## config.mk

```make
export PLATFORM = sky130hd
export DESIGN_NAME = dht11_sensor_emulator
export DESIGN_NICKNAME = d
export VERILOG_FILES = /design/src/rtl/dht11_pkg.sv /design/src/rtl/dht11_us_tick.sv /design/src/rtl/dht11_sensor_emulator.sv
export SDC_FILE = /design/constraint.sdc
export NUM_CORES = 1
export LEC_CHECK = 0
export ABC_CLOCK_PERIOD_IN_PS = 5540
export CAP_MARGIN = 20
export CELL_PAD_IN_SITES_DETAIL_PLACEMENT = 0
export CELL_PAD_IN_SITES_GLOBAL_PLACEMENT = 2
export CORE_MARGIN = 2
export CORE_UTILIZATION = 39
export DETAILED_ROUTE_END_ITERATION = 6
export PLACE_DENSITY_LB_ADDON = 0.1
export SYNTH_ARGS = -nofsm -noshare
export SYNTH_HDL_FRONTEND = slang
export SYNTH_HIERARCHICAL = 1
export SYNTH_SLANG_ARGS = --single-unit
```

## constraint.sdc

```tcl
create_clock -name clk -period 5.54 [get_ports clk]
set_input_delay 1.108 -clock clk [delete_from_list [all_inputs] [get_ports clk]]
set_output_delay 1.108 -clock clk [all_outputs]
set_load 0.005 [all_outputs]
```

## src/rtl/dht11_pkg.sv

```systemverilog
// -----------------------------------------------------------------------------
// dht11_pkg
// Shared definitions for the DHT11 single-wire protocol blocks: the responder
// state enum, the frame length, the default protocol timing in microseconds
// (also used by the DHT11 reader) and the frame checksum helper.
// -----------------------------------------------------------------------------
package dht11_pkg;

    // Responder states, from start-pulse watch through the trailing end-low
    typedef enum logic [3:0] {
        ST_IDLE,
        ST_HOST_LOW,
        ST_HOST_REL,
        ST_RESP_LOW,
        ST_RESP_HIGH,
        ST_BIT_LOW,
        ST_BIT_HIGH,
        ST_END_LOW,
        ST_IDLE_WAIT
    } dht_state_e;

    localparam int FRAME_BITS = 40;

    // Default protocol timing, all in microseconds
    localparam int DHT_START_MIN_US  = 18000;
    localparam int DHT_WAIT_US       = 30;
    localparam int DHT_RESP_LOW_US   = 80;
    localparam int DHT_RESP_HIGH_US  = 80;
    localparam int DHT_BIT_LOW_US    = 50;
    localparam int DHT_BIT0_HIGH_US  = 26;
    localparam int DHT_BIT1_HIGH_US  = 70;

    // Width of the microsecond counter; wide enough for the longest start pulse
    localparam int US_CNT_W = 16;

    // Sum of the four data bytes, carried in 10 bits so no carry is lost
    // before the deliberate truncation back to one byte
    function automatic logic [7:0] dhtChecksum(input logic [7:0] a,
                                               input logic [7:0] b,
                                               input logic [7:0] c,
                                               input logic [7:0] d);
        logic [9:0] sum;
        sum = {2'b00, a} + {2'b00, b} + {2'b00, c} + {2'b00, d};
        return sum[7:0];
    endfunction

endpackage

```

## src/rtl/dht11_us_tick.sv

```systemverilog
// -----------------------------------------------------------------------------
// dht11_us_tick
// Microsecond prescaler. Counts clock cycles and raises us_tick_o for one cycle
// at the end of every TICKS_PER_US-cycle window. restart_i realigns the window
// so the next tick comes exactly TICKS_PER_US cycles later.
//   clk        in  system clock
//   reset_n    in  asynchronous active-low reset
//   restart_i  in  synchronous restart of the prescaler window
//   us_tick_o  out one-cycle pulse closing each microsecond
// -----------------------------------------------------------------------------
module dht11_us_tick #(
    parameter int TICKS_PER_US = 50
) (
    input  logic clk,
    input  logic reset_n,
    input  logic restart_i,
    output logic us_tick_o
);

    localparam int CW = (TICKS_PER_US > 1) ? $clog2(TICKS_PER_US) : 1;

    logic [CW-1:0] cnt_q;

    assign us_tick_o = (cnt_q == CW'(TICKS_PER_US - 1));

    // Window counter: wraps after the tick cycle, or is forced back to the
    // start of a window whenever the owner enters a new phase
    always_ff @(posedge clk or negedge reset_n) begin
        if (!reset_n) begin
            cnt_q <= '0;
        end else if (restart_i || us_tick_o) begin
            cnt_q <= '0;
        end else begin
            cnt_q <= cnt_q + CW'(1);
        end
    end

endmodule

```

## src/rtl/dht11_sensor_emulator.sv

```systemverilog
// -----------------------------------------------------------------------------
// dht11_sensor_emulator
// Responding end of the DHT11 single-wire protocol. Detects a host start pulse
// on the open-drain line, then drives the response preamble and a 40-bit frame
// (humidity, temperature, checksum) built from the parallel value inputs.
//   clk            in  system clock
//   reset_n        in  asynchronous active-low reset
//   dht_line_in    in  sensed data line level, asynchronous to clk
//   hum_int/hum_dec/temp_int/temp_dec  in  values for the next frame
//   dht_drive_low  out 1 pulls the line low, 0 releases it
//   busy           out high from start acceptance through the end-low phase
//   frame_done     out one-cycle pulse when the end-low phase completes
// -----------------------------------------------------------------------------
module dht11_sensor_emulator
    import dht11_pkg::*;
#(
    parameter int CLK_HZ        = 50_000_000,
    parameter int START_MIN_US  = DHT_START_MIN_US,
    parameter int WAIT_US       = DHT_WAIT_US,
    parameter int RESP_LOW_US   = DHT_RESP_LOW_US,
    parameter int RESP_HIGH_US  = DHT_RESP_HIGH_US,
    parameter int BIT_LOW_US    = DHT_BIT_LOW_US,
    parameter int BIT0_HIGH_US  = DHT_BIT0_HIGH_US,
    parameter int BIT1_HIGH_US  = DHT_BIT1_HIGH_US
) (
    input  logic       clk,
    input  logic       reset_n,
    input  logic       dht_line_in,
    input  logic [7:0] hum_int,
    input  logic [7:0] hum_dec,
    input  logic [7:0] temp_int,
    input  logic [7:0] temp_dec,
    output logic       dht_drive_low,
    output logic       busy,
    output logic       frame_done
);

    localparam int TICKS_PER_US = CLK_HZ / 1_000_000;

    logic                  lineMeta_q;
    logic                  lineSync_q;
    logic                  lineDly_q;
    logic                  lineFall;
    logic                  lineRise;

    dht_state_e            state_q;
    dht_state_e            state_d;
    logic [US_CNT_W-1:0]   usCnt_q;
    logic [5:0]            bitIdx_q;
    logic [FRAME_BITS-1:0] frame_q;
    logic                  driveLow_q;
    logic                  busy_q;
    logic                  frameDone_q;

    logic [US_CNT_W-1:0]   phaseDur;
    logic                  phaseDone;
    logic                  curBit;
    logic                  restart;
    logic                  usTick;

    // Two-flop synchronizer plus a delayed copy for edge detection. The flops
    // reset to the idle-high line level so leaving reset never looks like a
    // start edge.
    always_ff @(posedge clk or negedge reset_n) begin
        if (!reset_n) begin
            lineMeta_q <= 1'b1;
            lineSync_q <= 1'b1;
            lineDly_q  <= 1'b1;
        end else begin
            lineMeta_q <= dht_line_in;
            lineSync_q <= lineMeta_q;
            lineDly_q  <= lineSync_q;
        end
    end

    assign lineFall = lineDly_q & ~lineSync_q;
    assign lineRise = ~lineDly_q & lineSync_q;

    assign curBit = frame_q[bitIdx_q];

    // Length of the timed phase we are currently in; the high slot of a data
    // bit is what carries its value
    always_comb begin
        phaseDur = US_CNT_W'(WAIT_US);
        case (state_q)
            ST_RESP_LOW:            phaseDur = US_CNT_W'(RESP_LOW_US);
            ST_RESP_HIGH:           phaseDur = US_CNT_W'(RESP_HIGH_US);
            ST_BIT_LOW, ST_END_LOW: phaseDur = US_CNT_W'(BIT_LOW_US);
            ST_BIT_HIGH:            phaseDur = curBit ? US_CNT_W'(BIT1_HIGH_US)
                                                      : US_CNT_W'(BIT0_HIGH_US);
            default:                phaseDur = US_CNT_W'(WAIT_US);
        endcase
    end

    // A timed phase ends on the tick that closes its last microsecond, so the
    // phase occupies exactly duration x TICKS_PER_US cycles
    assign phaseDone = usTick && (usCnt_q == phaseDur - US_CNT_W'(1));

    // Next-state decision. The line is only looked at while idle, measuring
    // the host pulse, or waiting for the line to come back high after a frame.
    always_comb begin
        state_d = state_q;
        case (state_q)
            ST_IDLE: begin
                if (lineFall) state_d = ST_HOST_LOW;
            end
            ST_HOST_LOW: begin
                if (lineRise) begin
                    state_d = (usCnt_q >= US_CNT_W'(START_MIN_US)) ? ST_HOST_REL : ST_IDLE;
                end
            end
            ST_HOST_REL: begin
                if (phaseDone) state_d = ST_RESP_LOW;
            end
            ST_RESP_LOW: begin
                if (phaseDone) state_d = ST_RESP_HIGH;
            end
            ST_RESP_HIGH: begin
                if (phaseDone) state_d = ST_BIT_LOW;
            end
            ST_BIT_LOW: begin
                if (phaseDone) state_d = ST_BIT_HIGH;
            end
            ST_BIT_HIGH: begin
                if (phaseDone) state_d = (bitIdx_q == 6'd0) ? ST_END_LOW : ST_BIT_LOW;
            end
            ST_END_LOW: begin
                if (phaseDone) state_d = ST_IDLE_WAIT;
            end
            ST_IDLE_WAIT: begin
                if (lineSync_q) state_d = ST_IDLE;
            end
            default: state_d = ST_IDLE;
        endcase
    end

    // Every state entry realigns the microsecond prescaler and counter
    assign restart = (state_d != state_q);

    dht11_us_tick #(
        .TICKS_PER_US (TICKS_PER_US)
    ) uUsTick (
        .clk       (clk),
        .reset_n   (reset_n),
        .restart_i (restart),
        .us_tick_o (usTick)
    );

    // State register with outputs decoded from the next state, so the line
    // drive, busy and the done pulse all change on the same edge as the state
    // and come straight out of flops
    always_ff @(posedge clk or negedge reset_n) begin
        if (!reset_n) begin
            state_q     <= ST_IDLE;
            driveLow_q  <= 1'b0;
            busy_q      <= 1'b0;
            frameDone_q <= 1'b0;
        end else begin
            state_q     <= state_d;
            driveLow_q  <= (state_d == ST_RESP_LOW) || (state_d == ST_BIT_LOW) ||
                           (state_d == ST_END_LOW);
            busy_q      <= (state_d == ST_HOST_REL) || (state_d == ST_RESP_LOW) ||
                           (state_d == ST_RESP_HIGH) || (state_d == ST_BIT_LOW) ||
                           (state_d == ST_BIT_HIGH) || (state_d == ST_END_LOW);
            frameDone_q <= (state_q == ST_END_LOW) && phaseDone;
        end
    end

    // Microsecond counter. It saturates rather than wrapping so that a very
    // long host pulse still reads as long enough to be a start request.
    always_ff @(posedge clk or negedge reset_n) begin
        if (!reset_n) begin
            usCnt_q <= '0;
        end else if (restart) begin
            usCnt_q <= '0;
        end else if (usTick && (state_q != ST_IDLE) && (state_q != ST_IDLE_WAIT) &&
                     (usCnt_q != {US_CNT_W{1'b1}})) begin
            usCnt_q <= usCnt_q + US_CNT_W'(1);
        end
    end

    // Frame snapshot taken once, when the start pulse is accepted, so input
    // changes during a frame only show up in the following one. The bit index
    // walks MSB first through the snapshot.
    always_ff @(posedge clk or negedge reset_n) begin
        if (!reset_n) begin
            frame_q  <= '0;
            bitIdx_q <= '0;
        end else begin
            if ((state_q == ST_HOST_LOW) && (state_d == ST_HOST_REL)) begin
                frame_q <= {hum_int, hum_dec, temp_int, temp_dec,
                            dhtChecksum(hum_int, hum_dec, temp_int, temp_dec)};
            end
            if ((state_q == ST_RESP_HIGH) && phaseDone) begin
                bitIdx_q <= 6'(FRAME_BITS - 1);
            end else if ((state_q == ST_BIT_HIGH) && phaseDone && (bitIdx_q != 6'd0)) begin
                bitIdx_q <= bitIdx_q - 6'd1;
            end
        end
    end

    assign dht_drive_low = driveLow_q;
    assign busy          = busy_q;
    assign frame_done    = frameDone_q;

endmodule

```

==> results.cfg <==
[status]
status = completed

[die]
start_util_pct = 39.6
pin_count = 38
rows = 40
die_h_um = 114
die_area_um2 = 13000
core_um2 = 11900
die_w_um = 114

[pwr]
ir_drop_uv = 114
power_per_cell_area_nw_per_um2 = 233
leakage_nw = 2.45
p_total_mw = 1.28

[synthesis]
seq_area_frac_synth_pct = 41.4
synthArstFlopShare_pct = 100
ys_ff_latch = 78
synth_compound_area_share_pct = 8.27
yosys.area_share.adder_pct = 9.86
synthTopCellsByArea = dfrtp_1 (40%), mux2_2 (9.8%), fa_1 (5.9%), ha_1 (3.7%), xnor2_1 (3.7%)
synth_area_um2 = 4720
yosysWarnings = 6
dominantRegCellSynth = dfrtp_1
synth-xor-area-share_pct = 7.05
synthSimpleGateAreaFrac_pct = 15.3
synth.distinct_cells = 66
synth_top_cell_area_share_pct = 39.7
synth_top_family_by_area = simple AND/OR/NAND/NOR gates
synthesis.nets = 488
synth_top_area_cell = dfrtp_1
avgSynthCellArea_um2 = 11.1
syn_inst = 425
synthMuxAreaShare_pct = 14.8
synth_edf_count = 0

[worst_setup_path]
max_stage_delay_ns = 0.72
slowest_stage = dfrtp_1
worstPathMaxFanout = 16
cp_cell_sequence = mux4_1, mux2i_1, o22ai_1, or4_1, nand2_1, nand2_1, a21oi_1, ha_1, a21oi_1, o21a_1, a2111o_1, a311oi_1, mux2i_1, nor4_2, buf_4, nand2_1, nand3_2, buf_4, nor2_1
crit_required_ns = 5.77
path_class = reg2reg
start_kind = flop
crit_arrival_ns = 5.28
endpoint_kind = flop
path_common_cell = nand2_1

[timing]
setup_viol = 0
fin_crit_ns = 5.06
timing.final.crit_share_pct = 91.3
max-slew-margin-rel_pct = 33.0
skew_ns = 0.00682
rsz0062_at_grt = no
slew_violations = 0
worst_slew_pin_slew_ns = 0.993
max_clock_freq_mhz = 198
finalHoldViolCount = 0
finalSetupTns_ns = 0

[global_route]
grt_use_total_pct = 17.6
grt_max_degree = 79
antenna_found_initial = 0
grt-ovfl-total = 0
grt_pass1_vias = 3278
grt_pass1_wl_um = 17400

[clock_tree]
cts.sinks = 78
cts_resized = 0
cts_tree = done
cts_buffers = 9
cts-root-buf = clkbuf_16
postCtsHoldBufs = 0
clock_latency_ns = 0.35
cts.path.max_buffers = 2
cts_setup_buffers = 0
cts_max_level = 3
clk_pin_slew_ns = 0.06

[final_layout]
finalInstanceArea_um2 = 5510
nFillCells = 1141
syn_to_final_growth_pct = 16.6
antennaDiodeCount = 0
drive_gt1_share_pct = 18.9
nets = 524

[drt]
vias = 3227
post-route-drc-count = 0
via_per_inst = 5.26
wl_um = 10300
ant_nets = 0
wl_per_cell_um = 16.9
first_pass_iters = 4
drt_iter0_drc = 154

[place]
placed_area_um2 = 5220
numPortBuffers = 37
hpwl_um = 7620
place.gp.congestion = 0.772

[job]
maxCapViolations = 0

[hold_path]
hold_path.class = reg2reg
==> cell usage in the layout, fill, tap and decap left out, types with 9 or more instances in the layout <==
cell	instances
nand2_1	22
mux2_2	41
clkdlybuf4s50_1	36
xnor2_1	20
nor2_1	41
mux2i_1	9
a21oi_1	13
inv_1	14
fa_1	14
dfrtp_1	75
o21ai_0	10
nand3_1	9
clkbuf_16	9
ha_1	14
nor3_1	12
xor2_1	18
==> routing by layer <==
metal / wire length, um / global-route usage (%)
met1: 4920 / 23.6
met5: 0 / 0
met4: 233 / 8.13
met2: 4900 / 27.7
met3: 289 / 3.13
==> synth_stat cells, drive strengths merged (2+ instances only) <==
master	count
a31oi	2
a211oi	3
nor2	46
nand4	3
ha	14
o211ai	2
o21a	2
mux2i	9
nand3b	3
nand2b	5
o21ai	10
mux2	41
nor4	4
or4	3
and2	3
nor2b	5
nand2	22
nor3b	3
or2	4
dfrtp	75
dfstp	3
a22o	2
buf	11
nor3	13
inv	14
mux4	6
o41ai	3
clkbuf	7
nand3	11
fa	14
and3	5
xor2	18
a21oi	15
a21o	5
xnor2	20
==> stage by stage <==
stage	hold slack, ns	worst slack, ns	utilization, %	cells
6_report	0.356	0.485	46.2	613
3_5_place_dp	0.349	0.489	43.8	596
5_1_grt	0.363	0.0436	46.2	613
3_3_place_gp	0.348	0.540	43.8	596
2_1_floorplan	0.345	1.14	-	425
4_1_cts	0.358	0.446	46.1	612
==> report_power, final <==
part	internal, mW	switching [mW]	leakage (nW)
logic	0.0859	0.0852	1.29
registers	0.572	0.000781	1.02
clock network	0.300	0.239	0.135
total	0.957	0.325	2.45
==> kinds of logic (layout without fill, tap and decap cells) <==
logic type	Yosys count	count (layout)
and+or+nand+nor	135	135
DFF	78	78
AOI/OAI and AO/OA	56	56
muxes	56	56
xor gates and xnor gates	38	38
buffers and inverters	32	73
adders and majority gates	29	29
other	1	1
==> final cells by class <==
type	instances	area [um2]	share of cell area (%)
clock buffer	9	225	4.09
clock inverter	7	41.3	0.750
inverter	14	52.6	0.954
multi-input combinational	315	2620	47.6
sequential	78	1960	35.5
tap	147	184	3.34
timing repair buffer	43	425	7.73
==> worst max-delay path: cells and delay by family (launching register included) <==
family | cells | cell delay, ns
AO/OA/AOI/OAI | 6 | 1.25
multiplexers | 3 | 0.95
adder cells (fa/ha/maj) | 1 | 0.23
AND/OR/NAND/NOR | 7 | 1.29
flip-flops | 1 | 0.72
buffers and inverters | 2 | 0.47
==> registers in the layout (all words and copies together), names as in the netlist <==
signal         flops
frame_q           40
state_q            4
busy               1
uUsTick/cnt_q      6
usCnt_q           16
frame_done         1
lineDly_q          1
lineMeta_q         1
dht_drive_low      1
bitIdx_q           6
lineSync_q         1
==> worst paths after layout <==
path	start	end	slack [ns]	depth (start not counted)
setup / recovery	bitIdx_q[0]$_DFFE_PN0P_	usCnt_q[12]$_DFFE_PN0P_	0.48	19
hold / removal	lineMeta_q$_DFF_PN1_	lineSync_q$_DFF_PN1_	0.36	0
setup reg to reg	bitIdx_q[0]$_DFFE_PN0P_	usCnt_q[12]$_DFFE_PN0P_	0.48	19
hold reg to reg	lineMeta_q$_DFF_PN1_	lineSync_q$_DFF_PN1_	0.36	0
max in group asynchronous	reset_n	lineSync_q$_DFF_PN1_	4.16	2
min in group asynchronous	reset_n	uUsTick/cnt_q[2]$_DFF_PN0_	0.73	1
No activity file was read; power rests on OpenSTA's default activity.
==> RTL edit (same flow settings) <==
Set the parameter `CLK_HZ` to 100_000_000 (it was 50_000_000).
--- a/src/rtl/dht11_sensor_emulator.sv
+++ b/src/rtl/dht11_sensor_emulator.sv
@@ -14,7 +14,7 @@
 module dht11_sensor_emulator
     import dht11_pkg::*;
 #(
-    parameter int CLK_HZ        = 50_000_000,
+    parameter int CLK_HZ        = 100_000_000,
     parameter int START_MIN_US  = DHT_START_MIN_US,
     parameter int WAIT_US       = DHT_WAIT_US,
     parameter int RESP_LOW_US   = DHT_RESP_LOW_US,
Check against the original RTL: same outputs for any inputs over 10 cycles, from zero or initial values and one cycle with reset_n low; that may be too few to reach the edited logic, so the function may still have changed.
==> RTL edit against the unedited design <==
  * Sequential power rose by 1%
  * Sequential cell count rose by 1
  * Design area rose by 1.2%
  * Count of clock-buffer cells in the layout rose by 1
  * Routed wire length rose by 0.60%
  * Area after synthesis rose by 0.79%
  * Sequential share of layout area rose by 0.065 points
  * Cell count rose by 0.82%
  * Via count rose by 0.90%
  * First-iteration DRC count fell by 1.9%
  * Worst setup slack improved by 110 ps
  * Power rose by 3.6%
  * Critical endpoint is now usCnt_q[15]$_DFFE_PN0P_
==> RTL edit: results (changes against the unedited design) <==
| Metric | Value |
|---|---|
| Status | complete, no violations |
| Dpl ws | 345 ps (-144 ps) |
| Maximum vdd ir drop | 127 uV (+11%) |
| Sequential-to-total area share from yosys stat | 41.6% (+0.20 points) |
| Global placer's final weighted congestion | 0.808 (+4.6%) |
| Largest net degree at the start of global routing | 80 (+1.3%) |
| Total track usage | 17.8% (+0.28 points) |
| Leakage power | 2.50 nW (+2.3%) |
| Critical path arrival | 5170 ps (-110 ps) |
| Fin cells | 618 (+0.82%) |
| Area post-placement | 5260 sq um (+0.72%) |
| Antenna Cells | 0 (unchanged) |
| Slew headroom | 58.2% (+25 points) |
| Detail Placement HPWL | 7.64 mm (+0.31%) |
| First-pass GRT wire length | 17.9 mm (+3.0%) |
| Crit Path Max Fanout | 16 (unchanged) |
| Vias in the first global route | 3474 (+6.0%) |
| Clock skew | 4.90 ps (-1.92 ps) |
| Syn_area_per_cell | 11.1 sq um (-0.38%) |
| Setup bufs post-CTS | 0 (unchanged) |
| CTS root buffer | clkbuf_16 |
| DRT Wirelength | 10.4 mm (+0.60%) |
| Layout cell share with drive strength beyond 1 | 18.7% (-0.20 points) |
| Port bufs | 37 (unchanged) |
| Clock Tree Buf Depth | 2 (unchanged) |
| Synth top area cells | dfrtp_1 40%, mux2_2 9.7%, fa_1 5.9%, xnor2_1 3.7%, ha_1 3.4% |
| Vias | 3256 (+0.90%) |
| Ys Warns | 6 (unchanged) |
| Initial antenna violation count | 0 (unchanged) |
| Worst-skew pair later-pin latency | 350 ps (about the same) |
| Placed cell count | 601 (+0.84%) |
| Top flop regs | frame_q x40, usCnt_q x16, uUsTick/cnt_q x7 |
| Most frequent cells after synthesis | 76 x dfrtp_1, 41 x mux2_2, 41 x nor2_1, 23 x nand2_1, 20 x xnor2_1 |
| Synth Net Count | 492 (+0.82%) |
| Iter 0 DRT Violations | 151 (-1.9%) |
| Drt pass-1 iters | 4 (unchanged) |
| Layout Nets | 529 (+0.95%) |
RTL edit: path summary, 6_finish.rpt:
check                                             end  slack [ps]               startpoint  cells after the start
max reg2reg                   usCnt_q[15]$_DFFE_PN0P_         590  bitIdx_q[0]$_DFFE_PN0P_                     20
max in group asynchronous     bitIdx_q[0]$_DFFE_PN0P_        4250                  reset_n                      2
max                           usCnt_q[15]$_DFFE_PN0P_         590  bitIdx_q[0]$_DFFE_PN0P_                     20
min                              lineSync_q$_DFF_PN1_         360     lineMeta_q$_DFF_PN1_                      0
min reg2reg                      lineSync_q$_DFF_PN1_         360     lineMeta_q$_DFF_PN1_                      0
min in group asynchronous  uUsTick/cnt_q[3]$_DFF_PN0_         680                  reset_n                      1
RTL edit: final cells by class:
cell class                      count  area (sq um)
Sequential cell                    79          1980
Fill cell                        1137          6390
Tap cell                          147           184
Inverter                           14          52.6
Clock buffer                       10           229
Multi-Input combinational cell    319          2640
Clock inverter                      5          50.0
Timing Repair Buffer               44           438
RTL edit: layer usage:
layer | part of all wire (%) | global-route usage, % | vias up
met5 | 0 | 0 | -
met4 | 1.9 | 7.07 | 0
met3 | 2.7 | 3.34 | 14
met2 | 48 | 28.6 | 53
met1 | 48 | 23.9 | 1602
li1 | - | - | 1587
RTL edit: power by group:
part | internal, W | leakage [nW] | switching [W]
combinational | 0.0000864 | 1.32 | 0.0000872
clock | 0.000343 | 0.142 | 0.000232
sequential | 0.000579 | 1.04 | 0.000000826
RTL edit: kinds of logic after synthesis:
kind of cell | Yosys count | share of synthesized area (%)
and+or+nand+nor | 138 | 15.4
DFF | 79 | 41.6
AOI/OAI and AO/OA | 58 | 8.44
muxes | 56 | 14.7
xor gates and xnor gates | 38 | 6.99
buffers and inverters | 32 | 3.26
adders and majority gates | 28 | 9.52
other | 1 | 0.0788
RTL edit: critical path: stages (launching register included):
cell and delay (ps):
dfrtp_2 530, buf_4 220, mux2_2 340, o311ai_0 300
nor3_1 140, or4_1 590, nand2_1 110, nand2_1 50
a21oi_1 160, ha_1 230, a21oi_1 90, o21a_1 190
a2111o_1 390, a311oi_1 340, mux2i_1 160, nor4_2 260
buf_4 240, nand2_1 80, nand3_2 90, buf_4 240
nor2_1 80
RTL edit: per-stage QoR:
stage	utilization, %	total power [W]
final	46.6	0.00133
after global routing	46.6	0.00139
after CTS	46.3	0.00135
after detailed placement	44.0	0.000763
after global placement	44.0	0.000761
after floorplan	-	0.000689
RTL edit: what timing repair did:
item                                    CTS  global route
endpoints found under the hold margin     0             0
hold buffers                              0             0
endpoints found under the setup margin    0            23
resized for setup                         0             1
